[src/rtl/fft_pkg.sv]
// Shared types for the FFT input framer: frame size, read-side FSM states and
// the complex sample layout held in the ping-pong buffer.
package fft_pkg;

  localparam int N_PT = 8;

  typedef enum logic [1:0] {
    ST_IDLE,
    ST_START,
    ST_FEED,
    ST_WAIT
  } rd_state_t;

  typedef struct packed {
    logic [31:0] re;
    logic [31:0] im;
  } cplx_t;

endpackage

[src/rtl/fft_pingpong_buf.sv]
// Two banks of N_PT complex samples with one write port and one registered
// read port; bank occupancy is tracked by the owner, not here.
module fft_pingpong_buf
  import fft_pkg::*;
(
  input  logic                      clk_i,
  input  logic                      rst_i,
  input  logic                      wr_en_i,
  input  logic                      wr_bank_i,
  input  logic [$clog2(N_PT)-1:0]   wr_addr_i,
  input  cplx_t                     wr_data_i,
  input  logic                      rd_en_i,
  input  logic                      rd_bank_i,
  input  logic [$clog2(N_PT)-1:0]   rd_addr_i,
  output cplx_t                     rd_data_o
);

  cplx_t mem_q [2][N_PT];
  cplx_t rd_data_q;

  always_ff @(posedge clk_i) begin
    if (wr_en_i) begin
      mem_q[wr_bank_i][wr_addr_i] <= wr_data_i;
    end
  end

  // The read register doubles as the core-facing sample register, so it is
  // the only part of the buffer that is reset.
  always_ff @(posedge clk_i) begin
    if (rst_i) begin
      rd_data_q <= '0;
    end else if (rd_en_i) begin
      rd_data_q <= mem_q[rd_bank_i][rd_addr_i];
    end
  end

  assign rd_data_o = rd_data_q;

endmodule

[src/rtl/fft_in_framer.sv]
// Groups a valid/ready complex sample stream into 8-sample frames and loads
// them into the FFT core. Optional s_last checking: FFT_FRAMER_LAST_CHECK_EN.
module fft_in_framer #(
  parameter int N_PT = fft_pkg::N_PT,
  parameter int DW   = 32
) (
  input  logic          i_clk,
  input  logic          i_rst,
  input  logic          s_valid,
  output logic          s_ready,
  input  logic [DW-1:0] s_re,
  input  logic [DW-1:0] s_im,
  input  logic          s_last,
  output logic          fft_start,
  output logic          fft_valid,
  output logic [DW-1:0] fft_re,
  output logic [DW-1:0] fft_im,
  input  logic          fft_done,
  output logic          o_busy,
  output logic          o_frame_err,
  output logic [15:0]   o_frames
);

  import fft_pkg::*;

  localparam int            AW       = $clog2(N_PT);
  localparam logic [AW-1:0] LAST_IDX = AW'(N_PT - 1);

  logic [1:0]    full_q, full_d;
  logic          wr_bank_q, wr_bank_d;
  logic [AW-1:0] wr_cnt_q, wr_cnt_d;

  rd_state_t     state_q;
  logic          rd_bank_q;
  logic [AW-1:0] rd_cnt_q;
  logic          start_q;
  logic          valid_q;
  logic [15:0]   frames_q;

  logic          accept;
  logic          last_bad;
  logic          release_bank;
  logic          rd_en;
  logic [AW-1:0] rd_addr;
  cplx_t         rd_data;

  assign s_ready      = !full_q[wr_bank_q];
  assign accept       = s_valid && s_ready;
  assign release_bank = (state_q == ST_WAIT) && fft_done;

`ifdef FFT_FRAMER_LAST_CHECK_EN
  logic frame_err_q;

  assign last_bad = accept && (s_last != (wr_cnt_q == LAST_IDX));

  always_ff @(posedge i_clk) begin
    if (i_rst) begin
      frame_err_q <= 1'b0;
    end else begin
      frame_err_q <= last_bad;
    end
  end

  assign o_frame_err = frame_err_q;
`else
  logic last_unused;

  assign last_unused = s_last;
  assign last_bad    = 1'b0;
  assign o_frame_err = 1'b0;
`endif

  // Release always targets rd_bank and a fill always targets the non-full
  // wr_bank, so both updates can land on the same edge.
  always_comb begin
    full_d    = full_q;
    wr_bank_d = wr_bank_q;
    wr_cnt_d  = wr_cnt_q;
    if (release_bank) begin
      full_d[rd_bank_q] = 1'b0;
    end
    if (accept) begin
      if (last_bad) begin
        wr_cnt_d = '0;
      end else if (wr_cnt_q == LAST_IDX) begin
        full_d[wr_bank_q] = 1'b1;
        wr_bank_d         = ~wr_bank_q;
        wr_cnt_d          = '0;
      end else begin
        wr_cnt_d = wr_cnt_q + 1'b1;
      end
    end
  end

  always_ff @(posedge i_clk) begin
    if (i_rst) begin
      full_q    <= '0;
      wr_bank_q <= 1'b0;
      wr_cnt_q  <= '0;
    end else begin
      full_q    <= full_d;
      wr_bank_q <= wr_bank_d;
      wr_cnt_q  <= wr_cnt_d;
    end
  end

  always_ff @(posedge i_clk) begin
    if (i_rst) begin
      state_q   <= ST_IDLE;
      rd_bank_q <= 1'b0;
      rd_cnt_q  <= '0;
      start_q   <= 1'b0;
      valid_q   <= 1'b0;
      frames_q  <= '0;
    end else begin
      start_q <= 1'b0;
      case (state_q)
        ST_IDLE: begin
          if (full_q[rd_bank_q]) begin
            start_q <= 1'b1;
            state_q <= ST_START;
          end
        end
        ST_START: begin
          rd_cnt_q <= '0;
          valid_q  <= 1'b1;
          state_q  <= ST_FEED;
        end
        ST_FEED: begin
          if (rd_cnt_q == LAST_IDX) begin
            valid_q <= 1'b0;
            state_q <= ST_WAIT;
          end else begin
            rd_cnt_q <= rd_cnt_q + 1'b1;
          end
        end
        ST_WAIT: begin
          if (fft_done) begin
            rd_bank_q <= ~rd_bank_q;
            frames_q  <= frames_q + 1'b1;
            state_q   <= ST_IDLE;
          end
        end
        default: state_q <= ST_IDLE;
      endcase
    end
  end

  // Read address runs one entry ahead of rd_cnt so the registered read data
  // lines up with fft_valid.
  assign rd_en   = (state_q == ST_START) || ((state_q == ST_FEED) && (rd_cnt_q != LAST_IDX));
  assign rd_addr = (state_q == ST_START) ? '0 : rd_cnt_q + 1'b1;

  fft_pingpong_buf u_buf (
    .clk_i     (i_clk),
    .rst_i     (i_rst),
    .wr_en_i   (accept),
    .wr_bank_i (wr_bank_q),
    .wr_addr_i (wr_cnt_q),
    .wr_data_i (cplx_t'{re: s_re, im: s_im}),
    .rd_en_i   (rd_en),
    .rd_bank_i (rd_bank_q),
    .rd_addr_i (rd_addr),
    .rd_data_o (rd_data)
  );

  assign fft_start = start_q;
  assign fft_valid = valid_q;
  assign fft_re    = rd_data.re;
  assign fft_im    = rd_data.im;
  assign o_busy    = (state_q != ST_IDLE);
  assign o_frames  = frames_q;

endmodule
[config.mk]
export PLATFORM = sky130hd
export DESIGN_NAME = fft_in_framer
export DESIGN_NICKNAME = d
export VERILOG_FILES = /design/src/rtl/fft_pkg.sv /design/src/rtl/fft_pingpong_buf.sv /design/src/rtl/fft_in_framer.sv
export SDC_FILE = /design/constraint.sdc
export NUM_CORES = 1
export LEC_CHECK = 0
export BUFFER_PORTS_ARGS = -buffer_cell sky130_fd_sc_hd__buf_2
export CORE_AREA = 3 3 283 285
export CTS_CLUSTER_DIAMETER = 60
export CTS_CLUSTER_SIZE = 25
export DETAILED_ROUTE_END_ITERATION = 8
export DIE_AREA = 0 0 286 288
export HOLD_SLACK_MARGIN = 0.05
export PLACE_DENSITY = 0.86
export SLEW_MARGIN = 5
export SYNTH_ARGS = -nofsm -noshare
export SYNTH_HDL_FRONTEND = slang
export SYNTH_SLANG_ARGS = --single-unit
[constraint.sdc]
create_clock -name i_clk -period 8.2 [get_ports i_clk]
set_input_delay 1.64 -clock i_clk [delete_from_list [all_inputs] [get_ports i_clk]]
set_output_delay 1.64 -clock i_clk [all_outputs]
set_load 0.02 [all_outputs]
* After elaboration in Yosys (flattened, before gate mapping)
Memory sizes are Yosys's and may differ from the RTL's. A register that Yosys moved wholly into a read port is not among the register bits.
Cells that the tools add are included.
** Cells by class
- Add/sub/neg operators :: 3
- Order comparisons :: 7
- Equality and inequality tests :: 10
- Multiplexer cells :: 31
- Bitwise gates (word level) :: 8
- Reductions and logical operators :: 17
** Operators by type and width (count)
- 512-bit two-way mux :: 1
- 64-bit binary-select mux with 3-bit select :: 1
- 64-bit demux with 3-bit select :: 1
- 64-bit two-way mux :: 3
- 16-bit by 1-bit adder with 16-bit output (second input constant) :: 1
- 2-bit two-way mux :: 6
- 1-bit two-way mux :: 11
- 3-bit two-way mux :: 3
- 4-bit greater-or-equal comparator (second input constant) :: 2
- 2-bit != test (second input constant) :: 4
- 3-bit NOT with 4-bit output :: 2
- 2-bit one-hot mux with 4 select lines :: 1
- 2-bit AND reduction :: 4
- 3-bit by 1-bit adder with 3-bit output (second input constant) :: 2
- 3-bit equality test (second input constant) :: 2
- 1-bit logical AND :: 6
- 3-bit one-hot mux with 2 select lines :: 1
- 2-bit equality test (second input constant) :: 2
- 1-bit by 2-bit less-than comparator with 1-bit output (second input constant) :: 2
- 4-bit by 1-bit less-than comparator with 1-bit output (second input constant) :: 1
- 2-bit nonzero test :: 2
- 3-bit != test (second input constant) :: 1
- 1-bit NOT :: 3
- 3-bit AND reduction :: 1
- 11 further kinds :: 13
** Word-level totals
- Flip-flop bits (word level) :: 94
- Bits in writable memories :: 1024
- Bits of input ports :: 69
- Output and inout port bits :: 85
- Logic and storage cells :: 88
- Memories kept :: 1
** Memory list
- u_buf.mem_q :: words 2, bits a word 512, rd ports 1, clocked after Yosys merged registers in 1, wr ports 1, line fft_pingpong_buf.sv:18 : cplx_t mem_q [2][N_PT];

* Longest topological paths before layout
Gate-level depths: netlist (run 1).
- Depth after elaboration :: 10
- Gate-level depth with buffers :: 9
- Gate-level depth less buffers :: 6

* Cells and area by module
Synthesis (run 1) repeated with hierarchy kept, for this count alone.
** Unflattened totals
- Cells, all modules :: 2572
- Area, all modules :: 42951.2 sq um
** By module, submodules not included
- fft_pingpong_buf :: times used 1, cells an instance 2408, area an instance 41479.8 sq um, sequential area each 32030.7 sq um
- fft_in_framer :: times used 1, cells an instance 164, area an instance 1471.4 sq um, sequential area each 600.6 sq um

* Worst setup path after synthesis (run 1)
No wires, ideal clock.
- Path type :: input to register
- Start point :: input port s_valid
- End point :: memory u_buf.mem_q[0][384] in the netlist's numbering, enable pin
- Setup time :: 0.644 ns
- Data arrival time :: 8.070 ns
- Required time :: 7.556 ns
- Path slack :: -0.514 ns
- Cell stages on the path :: 4
- Buffers on the path :: 1
- Cells stage by stage :: and2_1 buf_2 nand2_1 nor4_1
** On the way
- Word-level cells in the longest chain between the ends :: 3
** RTL lines
- start: declaration :: line fft_in_framer.sv:9 : input logic s_valid,
- 1-bit logical AND :: line fft_in_framer.sv:48 : assign accept = s_valid && s_ready;
- 1-bit two-way mux :: line fft_pingpong_buf.sv:22 : if (wr_en_i) begin
- 512-bit two-way mux (not written as such) :: line fft_pingpong_buf.sv:23 : mem_q[wr_bank_i][wr_addr_i] <= wr_data_i;
- end: declaration :: line fft_pingpong_buf.sv:18
Every way passes these cells.

* Worst setup path after layout (run 1)
- Start point :: register wr_bank_q
- End point :: memory u_buf.mem_q[0][130] in the netlist's numbering, enable pin
** On the way
- Word-level cells in the longest chain between the ends :: 6
** RTL lines
- start: declaration :: line fft_in_framer.sv:30 : logic wr_bank_q, wr_bank_d;
- start signal: assignment :: line fft_in_framer.sv:102 : wr_bank_q <= wr_bank_d;
- 1-bit two-way mux (not written as such) (2 in series) :: line fft_in_framer.sv:47 : assign s_ready = !full_q[wr_bank_q];
- 1-bit zero test :: line fft_in_framer.sv:47
- 1-bit logical AND :: line fft_in_framer.sv:48
- 1-bit two-way mux :: line fft_pingpong_buf.sv:22
- 512-bit two-way mux (not written as such) :: line fft_pingpong_buf.sv:23
Several ways; a longest one is shown, not always the timed one. The select of a mux whose other input is x is not followed.

==> qor.csv, run 1 <==
metric,value,unit
fin_ws,4.42,ns
wire_per_inst,25.6,µm
dp.cells,3537,
vdd_drop_max,0.172,mV
synth.avg_cell_area,17.5,µm²
cp_slowest_cell,nor3_2,
layout_commonest_cell,edfxtp_1,
p_clk_frac,0.302,
grt-ovfl-total,0,
path_buf_inv,1,
critPathMaxFanout,30,
place_area,0.0446,mm²
yosysUniqueCellTypes,46,
clock_skew,0.0162,ns
multi_input_area,0.00948,mm²
timing.fmax,264,MHz
cts_tree,done,
grt_usage,0.223,
antenna_found_initial,18,
post-place-ws,3.89,ns
rsz0062_at_grt,no,
cap_viol_max_count,0,
ys_seq_elements,1119,
power_density,218,mW/mm²
switchingPower,2.26,mW
timing.rr.start,wr_bank_q,
ys_seq_area_frac,0.764,
max-slew-margin-rel,0.145,
slowest_delay,1.03,ns
synth_edf_count,1024,
post-route-period-util,0.461,
fp.coreArea,0.0776,mm²
layout_common_cells,"edfxtp_1 (1024), mux2i_1 (389), nand2_1 (210)",
regToRegSetupSlack,4.42,ns
max_slew.worst_pin.slew,1.28,ns
hold_path_class,flop to flop,
cts_setup_buffers,0,
clockRootBuffer,clkbuf_16,
drc_errors,0,
die_area,0.0824,mm²
yosysTopAreaCellShare,0.719,
cts_buffer_depth,3,
syn-num-nets,2522,
die_w,286,µm
grt_max_degree,151,
critPathLaunch,wr_bank_q,
ys_async_sr_fraction,0,
drtPass1Iterations,7,
cts_buffers,54,
p_int,7.84,mW
syn_area,0.0428,mm²
drt_wl_total,93500,µm
min_to,u_buf.rd_data_o[49],
status,finished clean,
grt_pass1_vias,22800,
setup_violations,0,
clk_pin_slew_worst_paths,0.09,ns
crit_required,8.48,ns
min_from,u_buf.rd_data_o[49],
r2r-end,u_buf.mem_q[0][130],
cp_top_family,simple AND/OR/NAND/NOR gates,
crit_type,flop to flop,
rr_worst_depth,5,
p_sw_frac,0.224,
drt_iter0_drc,2880,
power,10.1,mW
cts.sinks,1119,
start_kind,flop,
initial_core_util,0.551,
min_path_cells,2,
vias,22500,
dp_hpwl,47500,µm
clk_latency,0.65,ns
nets,2632,
design_area,0.0463,mm²
vias_per_cell,6.16,
die_y,288,µm
ys_warn_count,0,
post_cts_resized,0,
synth_flop_cell,edfxtp_1,
layout_min_cycle_time,3.78,ns
io_pins,154,
stdcell_count,3650,
yosys.area.top_type,edfxtp_1,
grt_pass1_wl,138000,µm
critical_path_arrival,4.06,ns
syn2layout_area_growth,8.36,%
synth.area.top_cells,"edfxtp_1 (72%), mux2i_1 (9.1%), dfxtp_1 (4.4%)",
nFillCells,5340,
ctsHoldBuffers,0,
seq_power_share,0.631,
ff_latch_area,0.0327,mm²
fp-row-count,102,
hold_violations,0,
finalSetupTns,0,ns
place_congestion,0.751,
path_cells,mux2i_1 -> and2_1 -> nand2_1 -> nor3_2 -> buf_4,
ant_nets,0,
end_kind,flop,
combPwrFrac,0.066,
drive_gt1_frac,0.161,
maxSlewViolCount,0,
port_buffers,151,
leakage,14.2,nW
htree_levels,2,
postSynthCellCount,2443,
==> routing by layer <==
layer  routed length [µm]  global-route usage  vias to the layer above
met2                47800               0.384                     1054
met3                 8060              0.0451                      205
met1                34700               0.278                    11400
met5                   63                   0                        -
met4                 2940              0.0899                       10
li1                     -                   -                     9878
==> sequential cells by signal (all words and copies together), names as in the netlist, named ones only <==
register	cells
full_q	2
fft_valid	1
wr_cnt_q	3
wr_bank_q	1
rd_bank_q	1
fft_start	1
u_buf.mem_q	1024
state_q	2
rd_cnt_q	3
u_buf.rd_data_o	64
o_frames	16
==> metrics by stage <==
step | hold slack (ns) | utilization
after detailed placement | 0.436 | 0.575
final | 0.455 | 0.597
after global placement | 0.434 | 0.575
after global routing | 0.488 | 0.597
after floorplan | 0.440 | -
after CTS | 0.457 | 0.597
==> synthesized netlist by cell type (2+ instances only) <==
| master | instances |
|---|---|
| and3_1 | 5 |
| nand4_1 | 4 |
| mux2_2 | 127 |
| a21oi_1 | 13 |
| a22oi_1 | 129 |
| edfxtp_1 | 1024 |
| dfxtp_1 | 95 |
| inv_1 | 9 |
| o2111ai_1 | 127 |
| nand2_1 | 210 |
| buf_6 | 6 |
| o31ai_1 | 3 |
| buf_1 | 2 |
| xnor2_1 | 3 |
| nor2b_1 | 2 |
| clkbuf_1 | 44 |
| nor2_1 | 23 |
| nand3_1 | 74 |
| buf_4 | 9 |
| xor2_1 | 7 |
| buf_2 | 80 |
| nor4_1 | 7 |
| and4_1 | 2 |
| mux2i_1 | 389 |
| nor3_1 | 7 |
| ha_1 | 10 |
| or4_1 | 3 |
| and2_1 | 3 |
| o21ai_0 | 6 |
| or3_1 | 4 |
==> power by group through the flow <==
stage,clock network [mW],logic [mW],registers (mW)
final,3.05,0.671,6.38
after global routing,3.29,0.716,6.39
after detailed placement,0,0.669,6.51
after global placement,0,0.643,6.50
after floorplan,0,0.312,6.55
after CTS,3.09,0.671,6.38
==> final cells by class <==
cell class | instances | area share
Antenna cell | 14 | 0.000756
Clock buffer | 83 | 0.0320
Clock inverter | 16 | 0.00456
Inverter | 9 | 0.000729
Multi-Input combinational cell | 1174 | 0.205
Sequential cell | 1119 | 0.705
Tap cell | 1040 | 0.0281
Timing Repair Buffer | 195 | 0.0243
==> worst register-to-register path: cells and delay by family, from the launching register on <==
kind | cells | cell delay (ns)
buffers and inverters | 1 | 0.64
DFF | 1 | 0.61
muxes | 1 | 0.44
and+or+nand+nor | 3 | 1.62
==> worst max path at each step <==
stage | endpoint | slack [ns] | cells after the start
floorplan | u_buf.mem_q[0][320] | -0.47 | 3
global placement | u_buf.mem_q[0][175] | 3.99 | 5
detailed placement | u_buf.mem_q[0][130] | 3.89 | 5
CTS | u_buf.rd_data_o[57] | 4.51 | 7
global route | u_buf.mem_q[0][188] | 4.31 | 5
finish | u_buf.mem_q[0][130] | 4.42 | 5
==> kinds of logic after synthesis <==
logic type	share of synthesized area
DFF	0.764
muxes	0.125
and+or+nand+nor	0.0366
AOI/OAI and AO/OA	0.0528
buffers and inverters	0.0174
adders and majority gates	0.00293
xor gates and xnor gates	0.00205
other	0.0000877
Power figures use the tool's default switching activity.
==> run 2, diff against run 1 <==
==> constraint.sdc (replaced) <==
create_clock -name i_clk -period 3.47 [get_ports i_clk]
set_input_delay 0.694 -clock i_clk [delete_from_list [all_inputs] [get_ports i_clk]]
set_output_delay 0.694 -clock i_clk [all_outputs]
set_load 0.02 [all_outputs]
==> run 2 against run 1 <==
Net effect: routed wire length up 0.16%; clock power up 140%; core utilization up 0.82 points; total power up 140%; first-iteration DRC count down 18%; global-route usage about the same; die area unchanged; highest routed layer unchanged; clock-buffer cell count down 1.
==> qor.csv, run 2 (synthesized netlist as in run 1, its figures left out) <==
metric,value,unit,change
status,finished clean,,unchanged
vias,22800,,was 22500
grt_pass1_wl,139000,µm,was 138000 µm
largest-register,u_buf.mem_q,,unchanged
multi_input_area,0.00959,mm²,was 0.00948 mm²
critical_path_arrival,3.16,ns,was 4.06 ns
switchingPower,5.44,mW,was 2.26 mW
p_sw_frac,0.226,,was 0.224
setup_violations,0,,unchanged
min_path_cells,1,,was 2
rr_worst_depth,7,,was 5
slowest_delay,0.77,ns,was 1.03 ns
die_area,0.0824,mm²,unchanged
post-route-period-util,0.751,,was 0.461
hold_path_class,primary input to flop,,was flop to flop
cts_buffer_depth,3,,unchanged
cts_buffers,55,,was 54
antenna_found_initial,16,,was 18
ctsHoldBuffers,0,,unchanged
hold_violations,0,,unchanged
vias_per_cell,6.23,,was 6.16
grt-ovfl-total,0,,unchanged
crit_required,4.02,ns,was 8.48 ns
grt_pass1_vias,23300,,was 22800
end_kind,flop,,unchanged
maxSlewViolCount,0,,unchanged
final_util,0.605,,was 0.597
cts_tree,done,,unchanged
largest_reg_flops,1024,,unchanged
power,24.1,mW,was 10.1 mW
path_cells,inv_1 -> ha_1 -> and3b_4 -> buf_12 -> a22oi_1 -> o2111ai_1 -> nand3_1,,was mux2i_1 -> and2_1 -> nand2_1 -> nor3_2 -> buf_4
fp.coreArea,0.0776,mm²,unchanged
syn2layout_area_growth,9.85,%,was 8.36%
ff_latch_area,0.0327,mm²,about the same
wire_per_inst,25.6,µm,about the same
port_buffers,151,,unchanged
finalSetupTns,0,ns,unchanged
place_congestion,0.751,,about the same
crit_type,flop to flop,,unchanged
cts.sinks,1119,,unchanged
die_y,288,µm,unchanged
leakage,14.4,nW,was 14.2 nW
post_cts_resized,0,,unchanged
clockRootBuffer,clkbuf_16,,unchanged
critPathLaunch,state_q[1],,was wr_bank_q
timing.fmax,384,MHz,was 264 MHz
max_slew.worst_pin.slew,0.911,ns,was 1.28 ns
layout_commonest_cell,edfxtp_1,,unchanged
dp.cells,3544,,was 3537
drive_gt1_frac,0.167,,was 0.161
fp-row-count,102,,unchanged
rsz0062_at_grt,no,,unchanged
critPathCapture,u_buf.rd_data_o[1],,was u_buf.mem_q[0][130]
grt_usage,0.224,,was 0.223
r2r-end,u_buf.rd_data_o[1],,was u_buf.mem_q[0][130]
combPwrFrac,0.068,,was 0.066
initial_core_util,0.551,,unchanged
start_kind,flop,,unchanged
stdcell_count,3655,,was 3650
drc_errors,0,,unchanged
regToRegSetupSlack,0.86,ns,was 4.42 ns
clk_pin_slew_worst_paths,0.10,ns,was 0.09 ns
ant_nets,0,,unchanged
timing.rr.start,state_q[1],,was wr_bank_q
nets,2640,,was 2632
cap_viol_max_count,0,,unchanged
layout_common_cells,"edfxtp_1 (1024), mux2i_1 (388), nand2_1 (209)",,"was edfxtp_1 (1024), mux2i_1 (389), nand2_1 (210)"
dp_hpwl,47600,µm,was 47500 µm
vdd_drop_max,0.411,mV,was 0.172 mV
clk_latency,0.66,ns,was 0.65 ns
drt_iter0_drc,2357,,was 2880
grt_max_degree,128,,was 151
die_w,286,µm,unchanged
max-slew-margin-rel,0.392,,was 0.145
drtPass1Iterations,5,,was 7
nFillCells,5314,,was 5340
seq_power_share,0.625,,was 0.631
clock_skew,0.0305,ns,was 0.0162 ns
htree_levels,2,,unchanged
p_clk_frac,0.307,,was 0.302
io_pins,154,,unchanged
critPathMaxFanout,49,,was 30
drt_wl_total,93700,µm,was 93500 µm
cp_slowest_cell,and3b_4,,was nor3_2
layout_min_cycle_time,2.61,ns,was 3.78 ns
cts_setup_buffers,0,,unchanged
p_int,18.7,mW,was 7.84 mW
power_density,513,mW/mm²,was 218 mW/mm²
==> run 2: changes by cell type in the layout (fill, tap and decap cells not counted), sizes merged <==
cell      delta
clkinv       +5
diode        -3
buf          +7
clkinvlp     -2
inv          -1
clkbuf       -1
==> run 2: worst min path at each step <==
stage          slack (ns)                  end           startpoint
3_5_place_dp         0.44   u_buf.rd_data_o[7]   u_buf.rd_data_o[7]
4_1_cts              0.36  u_buf.mem_q[1][443]             s_re[27]
3_3_place_gp         0.44  u_buf.rd_data_o[39]  u_buf.rd_data_o[39]
5_1_grt              0.39   u_buf.mem_q[0][88]             s_im[24]
2_1_floorplan        0.44          rd_cnt_q[1]          rd_cnt_q[1]
6_report             0.40  u_buf.mem_q[1][443]             s_re[27]
==> run 2: through the flow <==
| step | setup slack (ns) | hold slack, ns | instance area [µm²] |
|---|---|---|---|
| floorplan | -0.277 | 0.440 | 43000 |
| global placement | 1.02 | 0.435 | 45200 |
| detailed placement | 0.902 | 0.437 | 45200 |
| CTS | 0.903 | 0.362 | 46900 |
| global route | 0.744 | 0.385 | 46900 |
| finish | 0.863 | 0.398 | 47000 |
==> run 2: area by class of cell <==
type	count	area share
clock buffer	82	0.0323
multi-input combinational	1174	0.204
tap	1040	0.0277
timing repair buffer	202	0.0336
inverter	9	0.000719
clock inverter	18	0.00544
antenna	11	0.000586
sequential	1119	0.695
==> run 2: worst max-delay path: cells and delay by family (launching register included) <==
kind            cells  cell delay [ns]
simple gates        2             0.88
buf+inv             2             0.46
flops               1             0.39
fa+ha+maj           1             0.38
compound gates      2             0.37
==> run 2: routing by layer <==
metal,routed length (µm),vias up,track usage,part of all wire
met1,35600,11500,0.286,0.38
li1,-,9909,-,-
met5,60,-,0,0.00064
met4,2850,10,0.0834,0.030
met2,47100,1096,0.381,0.50
met3,8070,194,0.0444,0.086
==> run 2: power by group through the flow <==
| stage | Sequential (mW) | Clock [mW] | Combinational, mW |
|---|---|---|---|
| 2_1_floorplan | 15.5 | 0 | 0.750 |
| 3_3_place_gp | 15.3 | 0 | 1.58 |
| 3_5_place_dp | 15.4 | 0 | 1.64 |
| 4_1_cts | 15.1 | 7.48 | 1.64 |
| 5_1_grt | 15.1 | 7.95 | 1.75 |
| 6_report | 15.1 | 7.40 | 1.64 |
